==> config.mk <==
export PLATFORM = sky130hd
export DESIGN_NAME = sae
export DESIGN_NICKNAME = d
export VERILOG_FILES = /design/src/rtl/sae.sv
export SDC_FILE = /design/constraint.sdc
export NUM_CORES = 1
export LEC_CHECK = 0
export CORE_AREA = 5 5 55 57
export CTS_CLUSTER_SIZE = 8
export DETAILED_ROUTE_END_ITERATION = 8
export DIE_AREA = 0 0 60 62
export PLACE_DENSITY = 0.76
export SYNTH_ARGS = -nofsm -noshare
export SYNTH_HDL_FRONTEND = slang
export SYNTH_SLANG_ARGS = --single-unit
==> constraint.sdc <==
create_clock -name clk -period 2.1 [get_ports clk]
set_input_delay 0.42 -clock clk [delete_from_list [all_inputs] [get_ports clk]]
set_output_delay 0.42 -clock clk [all_outputs]
set_load 0.005 [all_outputs]
==> src/rtl/sae.sv <==
// Single-character asymmetric encryption engine, modulus 127.
// One registered result per accepted request: key generation, encryption or decryption.
module sae (
    input  logic       clk,
    input  logic       rst_n,
    input  logic [1:0] mode,
    input  logic [7:0] data_input,
    input  logic [7:0] key_input,
    input  logic       inputs_valid,
    output logic [7:0] data_output,
    output logic       output_ready,
    output logic       err_invalid_ptxt_char,
    output logic       err_invalid_seckey,
    output logic       err_invalid_ctxt_char
);

    typedef enum logic [1:0] {
        MODE_IDLE   = 2'b00,
        MODE_KEYGEN = 2'b01,
        MODE_ENC    = 2'b10,
        MODE_DEC    = 2'b11
    } mode_e;

    typedef struct packed {
        logic [7:0] data;
        logic       ready;
        logic       err_ptxt;
        logic       err_key;
        logic       err_ctxt;
    } rsp_t;

    rsp_t       rsp_q, rsp_d;
    logic       key_bad, char_bad;
    logic [8:0] sum9;
    logic [7:0] sum_mod;

    assign key_bad  = (key_input == 8'd0) || (key_input >= 8'd127);
    assign char_bad = (data_input >= 8'd127);
    assign sum9     = {1'b0, data_input} + {1'b0, key_input};
    // Adding 129 modulo 256 is the same as subtracting 127 in the low byte.
    assign sum_mod  = sum9[7:0] + ((sum9 >= 9'd127) ? 8'd129 : 8'd0);

    always_comb begin
        rsp_d = '0;
        case (mode_e'(mode))
            MODE_KEYGEN: begin
                rsp_d.err_key = key_bad;
                if (!key_bad) begin
                    rsp_d.data  = 8'd127 - key_input;
                    rsp_d.ready = 1'b1;
                end
            end
            MODE_ENC: begin
                rsp_d.err_key  = key_bad;
                rsp_d.err_ptxt = char_bad;
                if (!key_bad && !char_bad) begin
                    rsp_d.data  = sum_mod;
                    rsp_d.ready = 1'b1;
                end
            end
            MODE_DEC: begin
                rsp_d.err_key  = key_bad;
                rsp_d.err_ctxt = char_bad;
                if (!key_bad && !char_bad) begin
                    rsp_d.data  = sum_mod;
                    rsp_d.ready = 1'b1;
                end
            end
            default: rsp_d = '0;
        endcase
    end

    // rst_n is active-high despite its name.
    always_ff @(posedge clk or posedge rst_n) begin
        if (rst_n)
            rsp_q <= '0;
        else if (inputs_valid)
            rsp_q <= rsp_d;
    end

    assign data_output           = rsp_q.data;
    assign output_ready          = rsp_q.ready;
    assign err_invalid_ptxt_char = rsp_q.err_ptxt;
    assign err_invalid_seckey    = rsp_q.err_key;
    assign err_invalid_ctxt_char = rsp_q.err_ctxt;

endmodule

==> flow_summary.json, run 1 <==
{
  "drtAntennaViolNets": 0,
  "clk_path_buf_depth": 2,
  "hold_buffers": 0,
  "p_leak_nw": 0.972,
  "port_buffers": 32,
  "setup_violations": 8,
  "power_mw": 1.11,
  "synth_area_per_cell_um2": 8.72,
  "cts.clk_slew.worst_paths_ns": 0.07,
  "ys_async_sr_fraction": 1.00,
  "die_x_um": 60,
  "synth-warning-count": 0,
  "nets": 255,
  "synth_area_um2": 1120,
  "violations": "negative setup slack",
  "insertion_delay_ns": 0.28,
  "r2r-start": "data_output[3]$_DFFE_PP0P_",
  "p_seq_frac": 0.235,
  "numCtsBuffers": 3,
  "num_vias": 1569,
  "root_buffer": "clkbuf_4",
  "required_ns": 2.32,
  "gr-total-overflow": 0,
  "setup_ws_ns": -0.843,
  "synth_seq_area_share": 0.269,
  "antenna_cells": 0,
  "grt_setup_unrepaired": "true",
  "synth_cell_type_count": 45,
  "power.internal_uw": 709,
  "start_util": 0.459,
  "powerDensity_nw_per_um2": 503,
  "synthTopCellsByArea": "dfrtp_1, ha_1, nor2_1",
  "grt_pass1_vias": 1691,
  "drc": 0,
  "hold_viol": 0,
  "yosysTopAreaCellShare": 0.269,
  "ir_drop_uv": 396,
  "drt-total-wl_um": 5440,
  "setup_tns_ns": -5.31,
  "syn2layout_area_growth_pct": 96.7,
  "syn_inst": 128,
  "drt-pass1-iter-count": 4,
  "setup.worst_path.start": "key_input[1]",
  "crit_path_end_kind": "flop",
  "synth_top_flop_cell": "dfrtp_1",
  "synth_largest_area_cell": "dfrtp_1",
  "syn_nets": 160,
  "setup.worst_path.class": "in -> reg",
  "worstPathArrival_ns": 3.16,
  "grt_max_degree": 15,
  "p_clk_frac": 0.171,
  "cp_max_fo": 4,
  "clock_skew_ns": 0,
  "clkSinkCount": 12,
  "htree_num_levels": 1,
  "die-area_um2": 3720,
  "synth_edf_count": 0,
  "run_status": "finished, violations left",
  "viasPerCell": 6.23,
  "maxSlewHeadroom": 0.689,
  "combPwrFrac": 0.594,
  "worst_pin_slew_ns": 0.467,
  "drive_above_1_share": 0.473,
  "dpl.hpwl_um": 3000,
  "fmaxAchievable_ghz": 0.340,
  "track_usage": 0.284,
  "boundaryPins": 33,
  "die_y_um": 62,
  "period_needed_ns": 2.94,
  "max-cap-violations": 0,
  "hold_path_class": "in -> async",
  "globalplace.congestion": 0.883,
  "grt_pass1_wl_um": 7720,
  "fillCellCount": 109,
  "swShare": 0.359,
  "slew_viol_final": 0,
  "core_um2": 2430,
  "cts_tree": "yes",
  "wl_per_cell_um": 21.6,
  "critPathLaunchType": "input pin",
  "drt-initial-drc-count": 80,
  "antenna_found_initial": 0,
  "p_sw_uw": 396,
  "synth_seq_cells": 12,
  "fp-row-count": 18,
  "fin_crit_sh": 1.40
}
-- synthesized netlist by cell type, drive strengths merged (2+ instances only) --
cell and instances:
nor2 16, dfrtp 12, nand3 2, a22oi 2, nand2b 4, a221o 5, nor3b 2, xnor2 3
and2 2, o21a 2, a21oi 6, o21ai 6, and4 2, ha 10, xor2 5, nor4 2
nand2 10, o2bb2ai 2, nand4 3, nor3 3, inv 6, o31ai 3
-- kinds of logic after synthesis --
family | synth area share
and+or+nand+nor | 0.263
muxes | 0.00897
AOI/OAI and AO/OA | 0.231
xor gates and xnor gates | 0.0695
DFF | 0.269
adders and majority gates | 0.130
buffers and inverters | 0.0280
-- final timing paths --
| path | depth (start not counted) | slack (ns) | end |
|---|---|---|---|
| min reg2reg | 2 | 0.49 | err_invalid_ptxt_char$_DFFE_PP0P_ |
| min in group clk | 3 | 0.44 | data_output[0]$_DFFE_PP0P_ |
| min | 2 | 0.43 | data_output[7]$_DFFE_PP0P_ |
| max reg2reg | 1 | 1.20 | data_output[3]$_DFFE_PP0P_ |
| max in group asynchronous | 2 | 1.37 | err_invalid_ptxt_char$_DFFE_PP0P_ |
| max | 15 | -0.84 | data_output[7]$_DFFE_PP0P_ |
-- power groups by stage --
| stage | Clock, mW | Sequential [mW] | Combinational (mW) |
|---|---|---|---|
| 3_5_place_dp | 0 | 0.264 | 0.475 |
| 3_3_place_gp | 0 | 0.263 | 0.462 |
| 4_1_cts | 0.184 | 0.259 | 0.562 |
| 2_1_floorplan | 0 | 0.264 | 0.217 |
| 6_report | 0.189 | 0.260 | 0.656 |
| 5_1_grt | 0.198 | 0.262 | 0.689 |
-- routing by layer --
metal	wire length, µm	track usage	up-vias
met2	2750	0.522	109
li1	-	-	675
met3	399	0.0413	43
met1	1840	0.275	742
met4	448	0.256	0
met5	0	0	-
-- critical path, cell delays in order --
cell and delay (ns):
buf_2 0.13, ha_4 0.24, a211oi_4 0.36, buf_4 0.18
o21a_1 0.12, nor3_2 0.06, nand3b_4 0.18, nor3_2 0.19
nor2_1 0.05, o21ai_1 0.09, ha_2 0.28, nand4_1 0.18
or2_1 0.28, o41a_1 0.32, nand2_1 0.07
-- sequential cells by signal, summed over array words and instances, names as in the netlist --
register and flops:
data_output 8, err_invalid_ptxt_char 1, err_invalid_ctxt_char 1, output_ready 1, err_invalid_seckey 1
-- metrics by stage --
stage	setup WS, ns	std cells	util	hold WS (ns)	cell area (µm²)
floorplan	-0.736	128	-	0.285	1170
global placement	-1.32	234	0.769	0.470	1870
detailed placement	-1.44	234	0.769	0.477	1870
CTS	-0.627	250	0.876	0.420	2130
global route	-0.945	252	0.903	0.449	2200
finish	-0.843	252	0.903	0.430	2200
-- cell usage in the layout (no fill, tap or decap), types with 3 or more instances in the layout --
| cell type | count |
|---|---|
| buf_6 | 5 |
| a221o_1 | 5 |
| clkdlybuf4s50_1 | 18 |
| nor2_1 | 15 |
| dfrtp_1 | 12 |
| inv_1 | 4 |
| nand2_1 | 7 |
| ha_4 | 7 |
| o21ai_1 | 3 |
| nand4_1 | 3 |
| dlygate4sd2_1 | 6 |
| nand2b_1 | 3 |
| buf_4 | 56 |
| xor2_1 | 3 |
| clkbuf_4 | 3 |
-- final cells by class --
class                           instances  area [µm²]  share of cell area
Tap cell                               30        37.5              0.0171
Inverter                                6        22.5              0.0103
Multi-Input combinational cell        108        1020               0.466
Clock buffer                            4        36.3              0.0165
Sequential cell                        12         300               0.137
Timing Repair Buffer                   92         777               0.354
-- repair_timing --
action,CTS,global route
resized for setup,57,13
pin swaps,26,14
buffers inserted,12,2
setup endpoints to repair,8,8
Power figures use the tool's default switching activity.
==> run 2: changes to the inputs <==
--- a/config.mk
+++ b/config.mk
@@ -9,7 +9,7 @@
 export CTS_CLUSTER_SIZE = 8
 export DETAILED_ROUTE_END_ITERATION = 8
 export DIE_AREA = 0 0 60 62
-export PLACE_DENSITY = 0.76
+export PLACE_DENSITY = 0.78
 export SYNTH_ARGS = -nofsm -noshare
 export SYNTH_HDL_FRONTEND = slang
 export SYNTH_SLANG_ARGS = --single-unit
==> run 2 against run 1 <==
Final cell count decreased by 0.40%. Register-to-register slack about the same. Largest power group unchanged. Fmax about the same. Global-route usage decreased by 0.69 points. Setup slack improved by 0.0015 ns. Critical path depth decreased by 1. The flow still finishes with violations (negative setup slack). Clock power decreased by 24%. Clock-buffer cell count decreased by 1. Worst hold slack improved by 0.030 ns. Critical path type unchanged. Wire length increased by 9.6%.
==> flow_summary.json, run 2 (synthesized netlist as in run 1, its figures left out) <==
{
  "htree_num_levels": 1,
  "die_y_um": 62,
  "run_status": "finished, violations left",
  "hold_buffers": 0,
  "antenna_cells": 0,
  "setup.worst_path.class": "in -> reg",
  "most-common-layout-cells": "buf_4, clkdlybuf4s50_1, nor2_1",
  "cp_max_fo": 4,
  "gr-total-overflow": 0,
  "grt_pass1_vias": 1611,
  "num_vias": 1621,
  "setup_ws_ns": -0.841,
  "power.internal_uw": 686,
  "nets": 255,
  "utilization": 0.910,
  "period_needed_ns": 2.94,
  "crit_path_end_kind": "flop",
  "insertion_delay_ns": 0.27,
  "fmaxAchievable_ghz": 0.340,
  "powerDensity_nw_per_um2": 495,
  "reg2reg_slack_ns": 1.21,
  "antenna_found_initial": 0,
  "swShare": 0.375,
  "numCtsBuffers": 3,
  "fp-row-count": 18,
  "path_cells": "clkdlybuf4s15_1 > ha_4 > o21ai_4 > o21a_1 > nor3_2 > nand3b_4 > nor3_4 > nor2_2 > o21ai_2 > ha_4 > ha_4 > and3_4 > xor2_1 > a221o_1",
  "core_um2": 2430,
  "largest_reg_flops": 8,
  "drc": 0,
  "grt_setup_unrepaired": "true",
  "crit_slowest_cell": "ha_4",
  "p_leak_nw": 0.974,
  "grt_max_degree": 15,
  "track_usage": 0.278,
  "final_common_cell": "buf_4",
  "port_buffers": 32,
  "fin_crit_sh": 1.40,
  "slew_viol_final": 0,
  "globalplace.congestion": 0.939,
  "combPwrFrac": 0.631,
  "power_mw": 1.10,
  "setup_violations": 8,
  "worst_pin_slew_ns": 0.482,
  "die-area_um2": 3720,
  "crit_top_cell": "ha_4",
  "post-route-cell-area_um2": 2210,
  "cts_tree": "yes",
  "drtAntennaViolNets": 0,
  "hold_path_class": "in -> async",
  "setup_tns_ns": -5.42,
  "root_buffer": "clkbuf_4",
  "maxSlewHeadroom": 0.678,
  "drt-pass1-iter-count": 5,
  "violations": "negative setup slack",
  "hold_viol": 0,
  "critPathMaxStageDelay_ns": 0.35,
  "critPathLaunchType": "input pin",
  "boundaryPins": 33,
  "die_x_um": 60,
  "required_ns": 2.26,
  "clock_skew_ns": 0,
  "start_util": 0.459,
  "clk_path_buf_depth": 2,
  "viasPerCell": 6.46,
  "max-cap-violations": 0,
  "p_sw_uw": 411,
  "drive_above_1_share": 0.475,
  "drt-total-wl_um": 5960,
  "syn2layout_area_growth_pct": 98.4,
  "grt_pass1_wl_um": 7560,
  "dpl.hpwl_um": 3170,
  "cts.clk_slew.worst_paths_ns": 0.08,
  "p_clk_frac": 0.132,
  "worstPathArrival_ns": 3.10,
  "p_seq_frac": 0.238,
  "ir_drop_uv": 427,
  "drt-initial-drc-count": 170,
  "clkSinkCount": 12,
  "dpl_cell_area_um2": 1860,
  "wl_per_cell_um": 23.7
}
-- run 2: per-stage QoR --
step / hold WS (ns) / instances / setup slack (ns)
global route: 0.493 / 251 / -0.909
floorplan: 0.285 / 128 / -0.736
global placement: 0.470 / 233 / -1.35
detailed placement: 0.478 / 233 / -1.44
finish: 0.460 / 251 / -0.841
CTS: 0.424 / 244 / -0.640
-- run 2: area by class of cell --
| cell class | count | area [µm²] |
|---|---|---|
| Inverter | 6 | 22.5 |
| Tap cell | 30 | 37.5 |
| Sequential cell | 12 | 300 |
| Fill cell | 89 | 218 |
| Clock buffer | 3 | 22.5 |
| Multi-Input combinational cell | 108 | 1050 |
| Timing Repair Buffer | 92 | 778 |
-- run 2: path summary, 6_finish.rpt --
check / startpoint / to / cells past startpoint
worst max-delay path: key_input[3] / data_output[4]$_DFFE_PP0P_ / 14
worst min register to register: err_invalid_seckey$_DFFE_PP0P_ / err_invalid_seckey$_DFFE_PP0P_ / 2
worst max register to register: data_output[2]$_DFFE_PP0P_ / data_output[2]$_DFFE_PP0P_ / 1
worst min-delay path: rst_n / err_invalid_ptxt_char$_DFFE_PP0P_ / 2
min in group clk: err_invalid_seckey$_DFFE_PP0P_ / err_invalid_seckey$_DFFE_PP0P_ / 2
max in group asynchronous: rst_n / data_output[0]$_DFFE_PP0P_ / 2
-- run 2: repair_timing --
| item | CTS | global route |
|---|---|---|
| gates cloned | 0 | 0 |
| endpoints found under the setup margin | 8 | 8 |
| gates resized for setup | 56 | 21 |
| pin swaps | 29 | 16 |
| setup buffers | 8 | 7 |
-- run 2: power groups by stage --
stage                     Sequential (mW)  Clock, mW  Combinational, mW
after CTS                           0.260      0.143              0.558
after detailed placement            0.265          0              0.475
after global placement              0.263          0              0.460
after floorplan                     0.264          0              0.217
final                               0.261      0.144              0.692
after global routing                0.262      0.158              0.722
-- run 2: per-layer routing --
layer / part of all wire / track usage / up-vias / routed length [µm]
met5: 0 / 0 / - / 0
met1: 0.36 / 0.276 / 759 / 2130
met4: 0.065 / 0.234 / 0 / 390
met3: 0.093 / 0.0248 / 36 / 556
li1: - / - / 673 / -
met2: 0.48 / 0.520 / 153 / 2880
-- run 2: worst max-delay path: cells and delay by family --
family	cells	cell delay, ns
and+or+nand+nor	5	0.82
AOI/OAI and AO/OA	4	0.74
adders and majority gates	3	0.71
buffers and inverters	1	0.24
xor gates and xnor gates	1	0.16
==> run 3: changes to the inputs <==
==> constraint.sdc (replaced) <==
create_clock -name clk -period 2.95 [get_ports clk]
set_input_delay 0.59 -clock clk [delete_from_list [all_inputs] [get_ports clk]]
set_output_delay 0.59 -clock clk [all_outputs]
set_load 0.005 [all_outputs]
==> run 3 against run 2 <==
The flow still finishes with violations (negative setup slack). Critical path depth rose by 1. Clock-buffer cell count rose by 1. Combinational power fell by 42%. Largest cell class unchanged. Highest routed layer unchanged.
==> flow_summary.json, run 3 (synthesized netlist as in run 1, its figures left out) <==
{
  "run_status": "finished, violations left",
  "violations": "negative setup slack",
  "root_buffer": "clkbuf_4",
  "maxSlewHeadroom": 0.690,
  "max-cap-violations": 0,
  "gr-total-overflow": 0,
  "insertion_delay_ns": 0.27,
  "port_buffers": 32,
  "grt_max_degree": 15,
  "antenna_cells": 0,
  "num_vias": 1346,
  "largest_reg_flops": 8,
  "hold_path_class": "reg -> reg",
  "core_um2": 2430,
  "period_needed_ns": 2.99,
  "dp_slack_ns": -0.828,
  "fillCellCount": 150,
  "worst_pin_slew_ns": 0.465,
  "drtAntennaViolNets": 0,
  "crit_path_end_kind": "flop",
  "setup_ws_ns": -0.0398,
  "drc": 0,
  "wl_per_cell_um": 18.1,
  "fin_crit_sh": 1.01,
  "powerDensity_nw_per_um2": 349,
  "p_leak_nw": 0.876,
  "fp-row-count": 18,
  "start_util": 0.459,
  "grt_pass1_wl_um": 6660,
  "setup.worst_path.class": "in -> reg",
  "drive_above_1_share": 0.407,
  "worstPathArrival_ns": 3.20,
  "ir_drop_uv": 258,
  "drt-pass1-iter-count": 4,
  "cts.clk_slew.worst_paths_ns": 0.07,
  "track_usage": 0.240,
  "antenna_found_initial": 0,
  "final_common_cell": "buf_4",
  "slew_viol_final": 0,
  "drt-total-wl_um": 4230,
  "critPathLaunchType": "input pin",
  "fmaxAchievable_ghz": 0.334,
  "die_y_um": 62,
  "nets": 237,
  "most-common-layout-cells": "buf_4, clkdlybuf4s50_1, nor2_1",
  "die-area_um2": 3720,
  "hold_viol": 0,
  "cts_tree": "yes",
  "boundaryPins": 33,
  "viasPerCell": 5.75,
  "numCtsBuffers": 3,
  "whs_ns": 0.489,
  "globalplace.congestion": 0.920,
  "grt_setup_unrepaired": "true",
  "clock_skew_ns": 0,
  "syn2layout_area_growth_pct": 82.3,
  "htree_num_levels": 1,
  "drt-initial-drc-count": 57,
  "cp_max_fo": 4,
  "clk_path_buf_depth": 2,
  "required_ns": 3.16,
  "die_x_um": 60,
  "clkSinkCount": 12,
  "setup_violations": 3,
  "dpl.hpwl_um": 2960,
  "grt_pass1_vias": 1442,
  "setup_tns_ns": -0.0874
}
run 3: layer usage:
| layer | part of all wire | wire, µm | GRT usage | vias up |
|---|---|---|---|---|
| li1 | - | - | - | 636 |
| met1 | 0.39 | 1640 | 0.266 | 642 |
| met2 | 0.53 | 2230 | 0.463 | 56 |
| met3 | 0.054 | 229 | 0.0207 | 12 |
| met4 | 0.031 | 130 | 0.108 | 0 |
| met5 | 0 | 0 | 0 | - |
run 3: repair_timing:
action / in CTS / in global routing
setup endpoints to repair: 8 / 6
pin swaps: 20 / 8
resized for setup: 55 / 11
setup buffers: 5 / 2
hold buffers: 0 / 0
run 3: metrics by stage:
step	power [mW]	instance area (µm²)	cells	utilization
CTS	0.683	1990	232	0.818
detailed placement	0.513	1790	223	0.735
global route	0.755	2030	234	0.836
global placement	0.503	1790	223	0.735
floorplan	0.342	1170	128	-
finish	0.710	2030	234	0.836
run 3: path summary, 6_finish.rpt:
check / cells after the start / start / slack [ns] / to
setup / recovery: 15 / key_input[3] / -0.04 / data_output[7]$_DFFE_PP0P_
hold / removal: 2 / err_invalid_ptxt_char$_DFFE_PP0P_ / 0.49 / err_invalid_ptxt_char$_DFFE_PP0P_
setup reg to reg: 1 / data_output[5]$_DFFE_PP0P_ / 2.10 / data_output[5]$_DFFE_PP0P_
hold reg to reg: 2 / err_invalid_ptxt_char$_DFFE_PP0P_ / 0.49 / err_invalid_ptxt_char$_DFFE_PP0P_
max in group asynchronous: 2 / rst_n / 2.01 / data_output[5]$_DFFE_PP0P_
min in group asynchronous: 2 / rst_n / 0.62 / data_output[1]$_DFFE_PP0P_
run 3: cell type report:
cell class / instances / area [µm²] / share of cell area
timing repair buffer: 74 / 634 / 0.312
multi-input combinational: 108 / 1000 / 0.493
inverter: 6 / 22.5 / 0.0111
clock buffer: 4 / 36.3 / 0.0178
sequential: 12 / 300 / 0.148
tap: 30 / 37.5 / 0.0185
run 3: critical path, stage by stage:
cell	delay [ns]
dlygate4sd2_1	0.27
ha_4	0.26
o21ai_4	0.20
a21oi_4	0.05
buf_4	0.14
o31ai_4	0.25
nand2_2	0.13
nor3_2	0.13
nor2_1	0.06
o21ai_1	0.09
ha_2	0.27
nand4_1	0.14
or2_1	0.25
o41a_1	0.31
nand2_1	0.06
run 3: report_power, final:
group | internal (mW) | switching, mW | leakage [nW]
registers | 0.177 | 0.00739 | 0.161
clock network | 0.0750 | 0.0523 | 0.0210
logic | 0.216 | 0.181 | 0.694
total | 0.469 | 0.241 | 0.876
